`src/rtl/fwd_bypass_net.sv`:
```
// ---------------------------------------------------------------------------
// fwd_bypass_net
//   Parametrised forwarding and hazard unit that sits beside the D stage.
//   A scoreboard shift register tracks NSTAGE producer stages
//   (stage 0 = E, stage NSTAGE-1 = W). Each entry holds a destination
//   register, a Tnew countdown and a valid bit. For each of NRD read ports
//   the unit computes the forward select, the corrected operand, a pending
//   flag and a stall request.
//
// Ports
//   clk            clock, rising-edge state updates
//   reset          synchronous active-high, clears scoreboard and counter
//   i_freeze       hold the whole scoreboard (external busy)
//   i_issue_valid  D instruction writes a register
//   i_issue_addr   destination register of the D instruction
//   i_issue_tnew   cycles after entering stage 0 until its result exists
//   i_stage_data   result of stage k at [k*DW +: DW]
//   i_rd_addr      source register per read port
//   i_rd_tuse      cycles until the consumer needs the operand
//   i_rd_val       register-file value per port
//   o_rd_val       corrected operand per port
//   o_rd_sel       0 = no forward, k+1 = forwarded from stage k
//   o_rd_pend      producer matched but its data is not ready yet
//   o_stall        stall D/F, a bubble enters stage 0
//   o_stall_cnt    saturating count of stall cycles
// ---------------------------------------------------------------------------
module fwd_bypass_net #(
  parameter int NSTAGE = 3,
  parameter int NRD    = 2,
  parameter int DW     = 32,
  parameter int AW     = 5,
  parameter int TW     = 2,
  parameter int SW     = 2
) (
  input  logic                 clk,
  input  logic                 reset,
  input  logic                 i_freeze,
  input  logic                 i_issue_valid,
  input  logic [AW-1:0]        i_issue_addr,
  input  logic [TW-1:0]        i_issue_tnew,
  input  logic [NSTAGE*DW-1:0] i_stage_data,
  input  logic [NRD*AW-1:0]    i_rd_addr,
  input  logic [NRD*TW-1:0]    i_rd_tuse,
  input  logic [NRD*DW-1:0]    i_rd_val,
  output logic [NRD*DW-1:0]    o_rd_val,
  output logic [NRD*SW-1:0]    o_rd_sel,
  output logic [NRD-1:0]       o_rd_pend,
  output logic                 o_stall,
  output logic [31:0]          o_stall_cnt
);

  // Countdown that sticks at zero once the result exists.
  function automatic logic [TW-1:0] sat_dec(input logic [TW-1:0] t);
    return (t == '0) ? t : t - 1'b1;
  endfunction

  // Counter increment that pins at all-ones instead of wrapping.
  function automatic logic [31:0] sat_inc(input logic [31:0] c);
    return (c == '1) ? c : c + 32'd1;
  endfunction

  logic [NSTAGE-1:0]         v_q, v_d;
  logic [NSTAGE-1:0][AW-1:0] a_q, a_d;
  logic [NSTAGE-1:0][TW-1:0] t_q, t_d;
  logic [31:0]               stall_cnt_q;
  logic [NRD-1:0]            stall_req;

  assign o_stall_cnt = stall_cnt_q;
  assign o_stall     = |stall_req;

  // Next scoreboard contents for an advance edge. Writes to $0 never
  // create a hazard, and an issue blocked by a stall becomes a bubble.
  always_comb begin
    v_d    = '0;
    a_d    = '0;
    t_d    = '0;
    v_d[0] = i_issue_valid && !o_stall && (i_issue_addr != '0);
    a_d[0] = i_issue_addr;
    t_d[0] = i_issue_tnew;
    for (int k = 1; k < NSTAGE; k++) begin
      v_d[k] = v_q[k-1];
      a_d[k] = a_q[k-1];
      t_d[k] = sat_dec(t_q[k-1]);
    end
  end

  // Scoreboard shift register and stall counter; reset wins over freeze.
  always_ff @(posedge clk) begin
    if (reset) begin
      v_q         <= '0;
      a_q         <= '0;
      t_q         <= '0;
      stall_cnt_q <= '0;
    end else if (!i_freeze) begin
      v_q <= v_d;
      a_q <= a_d;
      t_q <= t_d;
      if (o_stall) stall_cnt_q <= sat_inc(stall_cnt_q);
    end
  end

  // Per-port lookup: the youngest matching stage wins; older matches are
  // masked by the hit flag so they cannot override it.
  always_comb begin
    logic [AW-1:0] addr;
    logic [TW-1:0] tuse;
    logic          hit;
    o_rd_val  = i_rd_val;
    o_rd_sel  = '0;
    o_rd_pend = '0;
    stall_req = '0;
    for (int r = 0; r < NRD; r++) begin
      addr = i_rd_addr[r*AW +: AW];
      tuse = i_rd_tuse[r*TW +: TW];
      hit  = 1'b0;
      for (int k = 0; k < NSTAGE; k++) begin
        if (!hit && (addr != '0) && v_q[k] && (a_q[k] == addr)) begin
          hit = 1'b1;
          if (t_q[k] == '0) begin
            o_rd_sel[r*SW +: SW] = SW'(k + 1);
            o_rd_val[r*DW +: DW] = i_stage_data[k*DW +: DW];
          end else begin
            // Not ready: a later-stage mux can catch it if it arrives
            // before the consumer needs it, otherwise D must wait.
            o_rd_pend[r] = 1'b1;
            if (t_q[k] > tuse) stall_req[r] = 1'b1;
          end
        end
      end
    end
  end

endmodule

```
`config.mk`:
```
export PLATFORM = sky130hd
export DESIGN_NAME = fwd_bypass_net
export DESIGN_NICKNAME = d
export VERILOG_FILES = /design/src/rtl/fwd_bypass_net.sv
export SDC_FILE = /design/constraint.sdc
export NUM_CORES = 1
export LEC_CHECK = 0
export CAP_MARGIN = 20
export CORE_MARGIN = 4
export CORE_UTILIZATION = 44
export CTS_CLUSTER_DIAMETER = 200
export CTS_CLUSTER_SIZE = 16
export DETAILED_ROUTE_END_ITERATION = 8
export PLACE_DENSITY = 0.89
export SYNTH_ARGS = -nofsm -noshare
export SYNTH_HDL_FRONTEND = slang
export SYNTH_SLANG_ARGS = --single-unit
```
`constraint.sdc`:
```
create_clock -name clk -period 7.7 [get_ports clk]
set_input_delay 1.925 -clock clk [delete_from_list [all_inputs] [get_ports clk]]
set_output_delay 1.925 -clock clk [all_outputs]
set_load 0.02 [all_outputs]
```
==> impl_metrics.ini, run 1 <==
[run_status]
status = complete, no violations

[clock_network]
tritoncts = yes
hold_buffers = 0
cts_root_buf = clkbuf_16
clkLatencyLatePin_ns = 0.30
cts_made_buffers = 5
cts_max_level = 2
cts_buffer_depth = 2
post_cts.repair.setup_buffers = 0
clock-sinks = 56
cts.clk_slew.worst_paths_ns = 0.07
cts_resized = 0

[sta]
relSlewSlack_pct = 51.2
rsz0062_at_grt = no
period_share_pct = 94.6
tightest_slew_ns = 0.732
setup_viol = 0
setup_slack_ns = 0.417
period_minus_slack_ns = 7.28
fmax_mhz = 137
hold_viol = 0
finalMaxSlewViolations = 0
setup_tns_ns = 0
skew_ns = 0.00539

[global_routing]
first_global_vias = 6297
grt_max_degree = 74
antenna_found_initial = 0
grt_overflow = 0
grt_pass1_wl_microns = 32800
grt_usage_pct = 27.9

[synthesis]
ys_ff_latch = 56
synth_edf_count = 0
syn-num-nets = 903
synth_area_per_cell_sq_um = 7.91
ys.flop_type = dfxtp_1
syn_area_sq_um = 5580
seq_area_frac_synth_pct = 20.1
synth_area_leaders = dfxtp_1 (20%), mux2_2 (15%), mux2i_1 (15%)
synth_top_area_share_pct = 20.1
ys_warn_count = 0
async_reset_ff_share_pct = 0
synth_area_leader_cell = dfxtp_1
syn_inst = 705
yosysUniqueCellTypes = 52

[critical_path]
cp_top_family = simple AND/OR/NAND/NOR gates
rr_worst_depth = 9
path_max_fanout = 47
critPathCaptureType = output port
regToRegEndpoint = o_stall_cnt[23]
setup.worst_path.start = i_rd_addr[9]
worstPathArrival_ns = 5.36
regToRegSetupSlack_ns = 4.72
worstPathCellList = clkdlybuf4s50_1 -> xor2_1 -> nor4_1 -> nand3_1 -> nor3b_1 -> and2_2 -> buf_4 -> nand2_1 -> o21ai_0 -> clkdlybuf4s50_1
crit_top_cell = clkdlybuf4s50_1
required_ns = 5.78
critPathKind = in2out
crit_buf_inv = 3
r2r-start = t_q[4]
crit_path_start_kind = primary input
cpPeakStageDelay_ns = 0.68
critPathSlowestCell = and2_2

[place]
place.gp.congestion = 1.04
hpwl_microns = 16700
port_buffers = 287
post-place-ws_ns = 0.485

[worst_hold_path]
min_path_cells = 2
hold_path_end = o_stall_cnt[30]
hp-class = reg2reg
hp-start = o_stall_cnt[30]

[routing]
via_count = 6286
wl_per_cell_microns = 19.0
drc = 0
viasPerCell = 5.58
detail-route-antenna-nets = 0
drtPass1Iterations = 5
drt_wl_total_microns = 21400
drt_iter0_drc = 539

[die]
initial_core_util_pct = 45.7
fp-row-count = 40
io_pins = 288
core_area_sq_um = 12200
die_y_microns = 121
die_area_sq_um = 14500
die_w_microns = 121

[cells_and_area]
post_route_cells_drive_above_1_share_pct = 11.3
postLayoutCoreUtil_pct = 71.8
final_nets = 1156
antenna_cells = 0
syn_to_final_growth_pct = 57.3

[power]
finalPower_w = 0.000855
power_density_nw_per_um2 = 97.4
p_leak_nw = 3.54
peakVddDrop_v = 0.0000967

[flow_run]
max-cap-violations = 0
-- flip-flops by register name (all words and copies together), names as in the netlist --
register,count
v_q,3
t_q,6
a_q,5
a_d,10
o_stall_cnt,32
-- through the flow --
step                cells  instance area (sq um)  hold slack, ns
finish               1126                   8770           0.502
global route         1126                   8770           0.541
CTS                  1126                   8770           0.496
detailed placement   1119                   8590           0.486
global placement     1119                   8590           0.483
floorplan             705                   5580           0.497
-- per-layer routing --
| layer | track usage [%] | wire length (microns) |
|---|---|---|
| met5 | 0 | 0 |
| met4 | 8.43 | 606 |
| met3 | 8.19 | 1900 |
| met2 | 47.2 | 10300 |
| met1 | 34.3 | 8580 |
-- layout make-up --
cell class / count / area, sq um
Inverter: 15 / 56.3
Clock buffer: 5 / 125
Clock inverter: 2 / 60.1
Fill cell: 964 / 3440
Timing Repair Buffer: 298 / 3000
Sequential cell: 56 / 1120
Multi-Input combinational cell: 582 / 4200
Tap cell: 168 / 210
-- cells by family (layout without fill, tap and decap cells) --
family          count (synthesis)  in the layout  share of synthesized area, %
compound gates                117            117                          12.1
xor+xnor                       30             30                          4.71
fa+ha+maj                      13             13                          2.92
buf+inv                        67            320                          5.07
flops                          56             56                          20.1
mux                           163            163                          31.1
simple gates                  259            259                          24.0
-- how the worst max path moves through the flow --
stage	to	slack, ns	cells past startpoint
finish	o_rd_val[37]	0.42	10
global route	o_rd_val[42]	0.19	10
CTS	o_rd_val[37]	0.44	10
detailed placement	o_rd_val[37]	0.48	10
global placement	o_rd_val[5]	0.53	10
floorplan	o_rd_val[24]	1.82	9
-- synth_stat cells (all sizes together), types with 13 or more instances --
master  number
mux2i       85
mux2        78
nand2       77
o21ai       69
dfxtp       56
nor2        56
clkbuf      32
a21oi       21
nor2b       21
buf         20
nand3       18
nor4        18
xnor2       16
inv         15
or4         15
xor2        14
ha          13
-- power breakdown --
part	internal, W	switching (W)	total, W
clock	0.000185	0.000107	0.000292
sequential	0.000294	0.00000772	0.000301
combinational	0.000155	0.000106	0.000262
total	0.000634	0.000221	0.000855
-- placed cells by master, fill, tap and decap left out, drive strengths merged, types with 2 or more instances in the layout --
| cell | n |
|---|---|
| and4 | 6 |
| or2 | 2 |
| and3 | 9 |
| dfxtp | 56 |
| clkdlybuf4s50 | 286 |
| clkbuf | 5 |
| nor3b | 6 |
| mux2i | 85 |
| xor2 | 14 |
| or4 | 15 |
| buf | 12 |
| nand2b | 6 |
| nand3 | 18 |
| mux2 | 78 |
| a21oi | 21 |
| nor3 | 5 |
| nand4 | 11 |
| nor4 | 18 |
| or3 | 3 |
| bufinv | 2 |
| nor2b | 21 |
| a221oi | 4 |
| nor2 | 56 |
| and4b | 2 |
| xnor2 | 16 |
| o21ai | 69 |
| or4b | 2 |
| inv | 15 |
| o221ai | 2 |
| nand2 | 77 |
| ha | 13 |
| o31ai | 12 |
-- worst reg2reg max path, delay by kind of cell (launching register included) --
kind            cells  cell delay (ns)
buf+inv             1             0.11
flops               1             0.51
mux                 2             0.67
simple gates        3             0.68
compound gates      2             0.69
fa+ha+maj           1             0.20
Power figures use the tool's default switching activity.
==> run 2: changes to the inputs <==
--- a/config.mk
+++ b/config.mk
@@ -6,12 +6,15 @@
 export NUM_CORES = 1
 export LEC_CHECK = 0
 export CAP_MARGIN = 20
+export CORE_ASPECT_RATIO = 2
 export CORE_MARGIN = 4
 export CORE_UTILIZATION = 44
 export CTS_CLUSTER_DIAMETER = 200
 export CTS_CLUSTER_SIZE = 16
 export DETAILED_ROUTE_END_ITERATION = 8
+export GPL_ROUTABILITY_DRIVEN = 0
 export PLACE_DENSITY = 0.89
+export SETUP_SLACK_MARGIN = 0.02
 export SYNTH_ARGS = -nofsm -noshare
 export SYNTH_HDL_FRONTEND = slang
 export SYNTH_SLANG_ARGS = --single-unit
==> run 2 against run 1 <==
Worst hold slack worse by 0.0010 ns; critical path depth stayed put; critical path type unchanged; non-clock buffer count is 1 higher; setup slack worse by 0.027 ns; largest power group unchanged; clock skew is 0.00090 ns lower.
==> impl_metrics.ini, run 2 (synthesized netlist as in run 1, its figures left out) <==
[run_status]
status = complete, no violations

[die]
die_area_sq_um = 14700
io_pins = 288
core_area_sq_um = 12500
initial_core_util_pct = 44.7
die_y_microns = 167
fp-row-count = 58
die_w_microns = 87.6

[routing]
drt_wl_total_microns = 21900
drc = 0
viasPerCell = 5.77
detail-route-antenna-nets = 0
wl_per_cell_microns = 19.7
via_count = 6408
drt_iter0_drc = 270
drtPass1Iterations = 5

[critical_path]
required_ns = 5.78
crit_top_cell = clkdlybuf4s50_1
cp_top_family = simple AND/OR/NAND/NOR gates
cpPeakStageDelay_ns = 0.65
crit_buf_inv = 3
critPathKind = in2out
path_max_fanout = 45
crit_path_start_kind = primary input
critPathSlowestCell = and2_2
worstPathCellList = clkdlybuf4s50_1 -> xor2_1 -> nor4_1 -> nand3_1 -> nor3b_1 -> and2_2 -> buf_4 -> nand2_1 -> o21ai_0 -> clkdlybuf4s50_1
critPathCaptureType = output port
worstPathArrival_ns = 5.39

[cells_and_area]
post-route-cell-area_sq_um = 8730
final_nets = 1157
post_route_cells_drive_above_1_share_pct = 11.4
syn_to_final_growth_pct = 56.5
largest_reg_flops = 32
final_common_cell = clkdlybuf4s50_1
postLayoutCoreUtil_pct = 69.9
most-common-layout-cells = clkdlybuf4s50_1 (286), mux2i_1 (85), nand2_1 (76), mux2_2 (76), o21ai_0 (69)

[sta]
hold_viol = 0
skew_ns = 0.00449
relSlewSlack_pct = 51.0
setup_viol = 0
period_minus_slack_ns = 7.31
tightest_slew_ns = 0.736
fmax_mhz = 137
rsz0062_at_grt = no
setup_tns_ns = 0
finalMaxSlewViolations = 0
period_share_pct = 94.9

[global_routing]
grt_max_degree = 74
grt_usage_pct = 29.2
grt_overflow = 0
grt_pass1_wl_microns = 33800
antenna_found_initial = 1
first_global_vias = 6544

[clock_network]
cts_buffer_depth = 2
cts.clk_slew.worst_paths_ns = 0.07
tritoncts = yes
post_cts.repair.setup_buffers = 0
clock-sinks = 56
cts_resized = 0
hold_buffers = 0
clkLatencyLatePin_ns = 0.29
cts_max_level = 2
cts_root_buf = clkbuf_16
cts_made_buffers = 5

[power]
power_density_nw_per_um2 = 94.8
peakVddDrop_v = 0.000128
p_leak_nw = 3.52

[place]
port_buffers = 287
placed_cell_area_sq_um = 8560
hpwl_microns = 17900

[flow_run]
max-cap-violations = 0

[worst_hold_path]
hp-class = reg2reg
[run 2: cell count changes in the layout (fill, tap and decap cells not counted), sizes merged]
cell and change:
bufinv -1, diode +1, inv +1, buf +1, clkbuf +1
[run 2: layout make-up]
type | instances | area (sq um)
Multi-Input combinational cell | 582 | 4200
Fill cell | 975 | 3750
Timing Repair Buffer | 299 | 3000
Sequential cell | 56 | 1120
Tap cell | 150 | 188
Clock buffer | 6 | 129
Inverter | 15 | 56.3
Clock inverter | 2 | 38.8
Antenna cell | 1 | 2.50
[run 2: layer usage]
layer / global-route usage, % / vias to the layer above / share of wire, %
met5: 0 / - / 0
met4: 12.4 / 0 / 4.5
met3: 6.79 / 60 / 7.9
met2: 52.3 / 294 / 52
met1: 31.7 / 2981 / 36
li1: - / 3073 / -
[run 2: stage by stage]
step	std cells	hold slack (ns)	worst slack [ns]	power [W]
after global routing	1111	0.522	0.227	0.000859
after floorplan	705	0.497	1.82	0.000405
after detailed placement	1102	0.494	0.506	0.000568
final	1111	0.501	0.390	0.000828
after CTS	1110	0.504	0.476	0.000830
after global placement	1102	0.482	0.498	0.000563
[run 2: power breakdown]
group / internal, W / switching (W) / leakage [nW]
registers: 0.000294 / 0.00000738 / 0.453
logic: 0.000155 / 0.000107 / 2.99
clock network: 0.000155 / 0.000110 / 0.0815
total: 0.000604 / 0.000224 / 3.52
[run 2: worst reg2reg max path: cells and delay by family, from the launching register on]
kind            cells  cell delay (ns)
simple gates        3             0.73
compound gates      2             0.72
mux                 2             0.67
flops               1             0.49
fa+ha+maj           1             0.19
buf+inv             1             0.12
[run 2: final timing paths]
path / endpoint / start / slack (ns) / cells after the start
setup / recovery: o_rd_val[42] / i_rd_addr[9] / 0.39 / 10
setup reg to reg: o_stall_cnt[23] / t_q[4] / 4.67 / 9
hold reg to reg: o_stall_cnt[31] / o_stall_cnt[31] / 0.50 / 2
hold / removal: o_stall_cnt[31] / o_stall_cnt[31] / 0.50 / 2
==> run 3: changes to the inputs <==
--- a/config.mk
+++ b/config.mk
@@ -15,6 +15,7 @@
 export GPL_ROUTABILITY_DRIVEN = 0
 export PLACE_DENSITY = 0.89
 export SETUP_SLACK_MARGIN = 0.02
+export SKIP_LAST_GASP = 1
 export SYNTH_ARGS = -nofsm -noshare
 export SYNTH_HDL_FRONTEND = slang
 export SYNTH_SLANG_ARGS = --single-unit
==> results of run 3 <==
The final DEF is identical to that of run 2; final timing and power are the same.
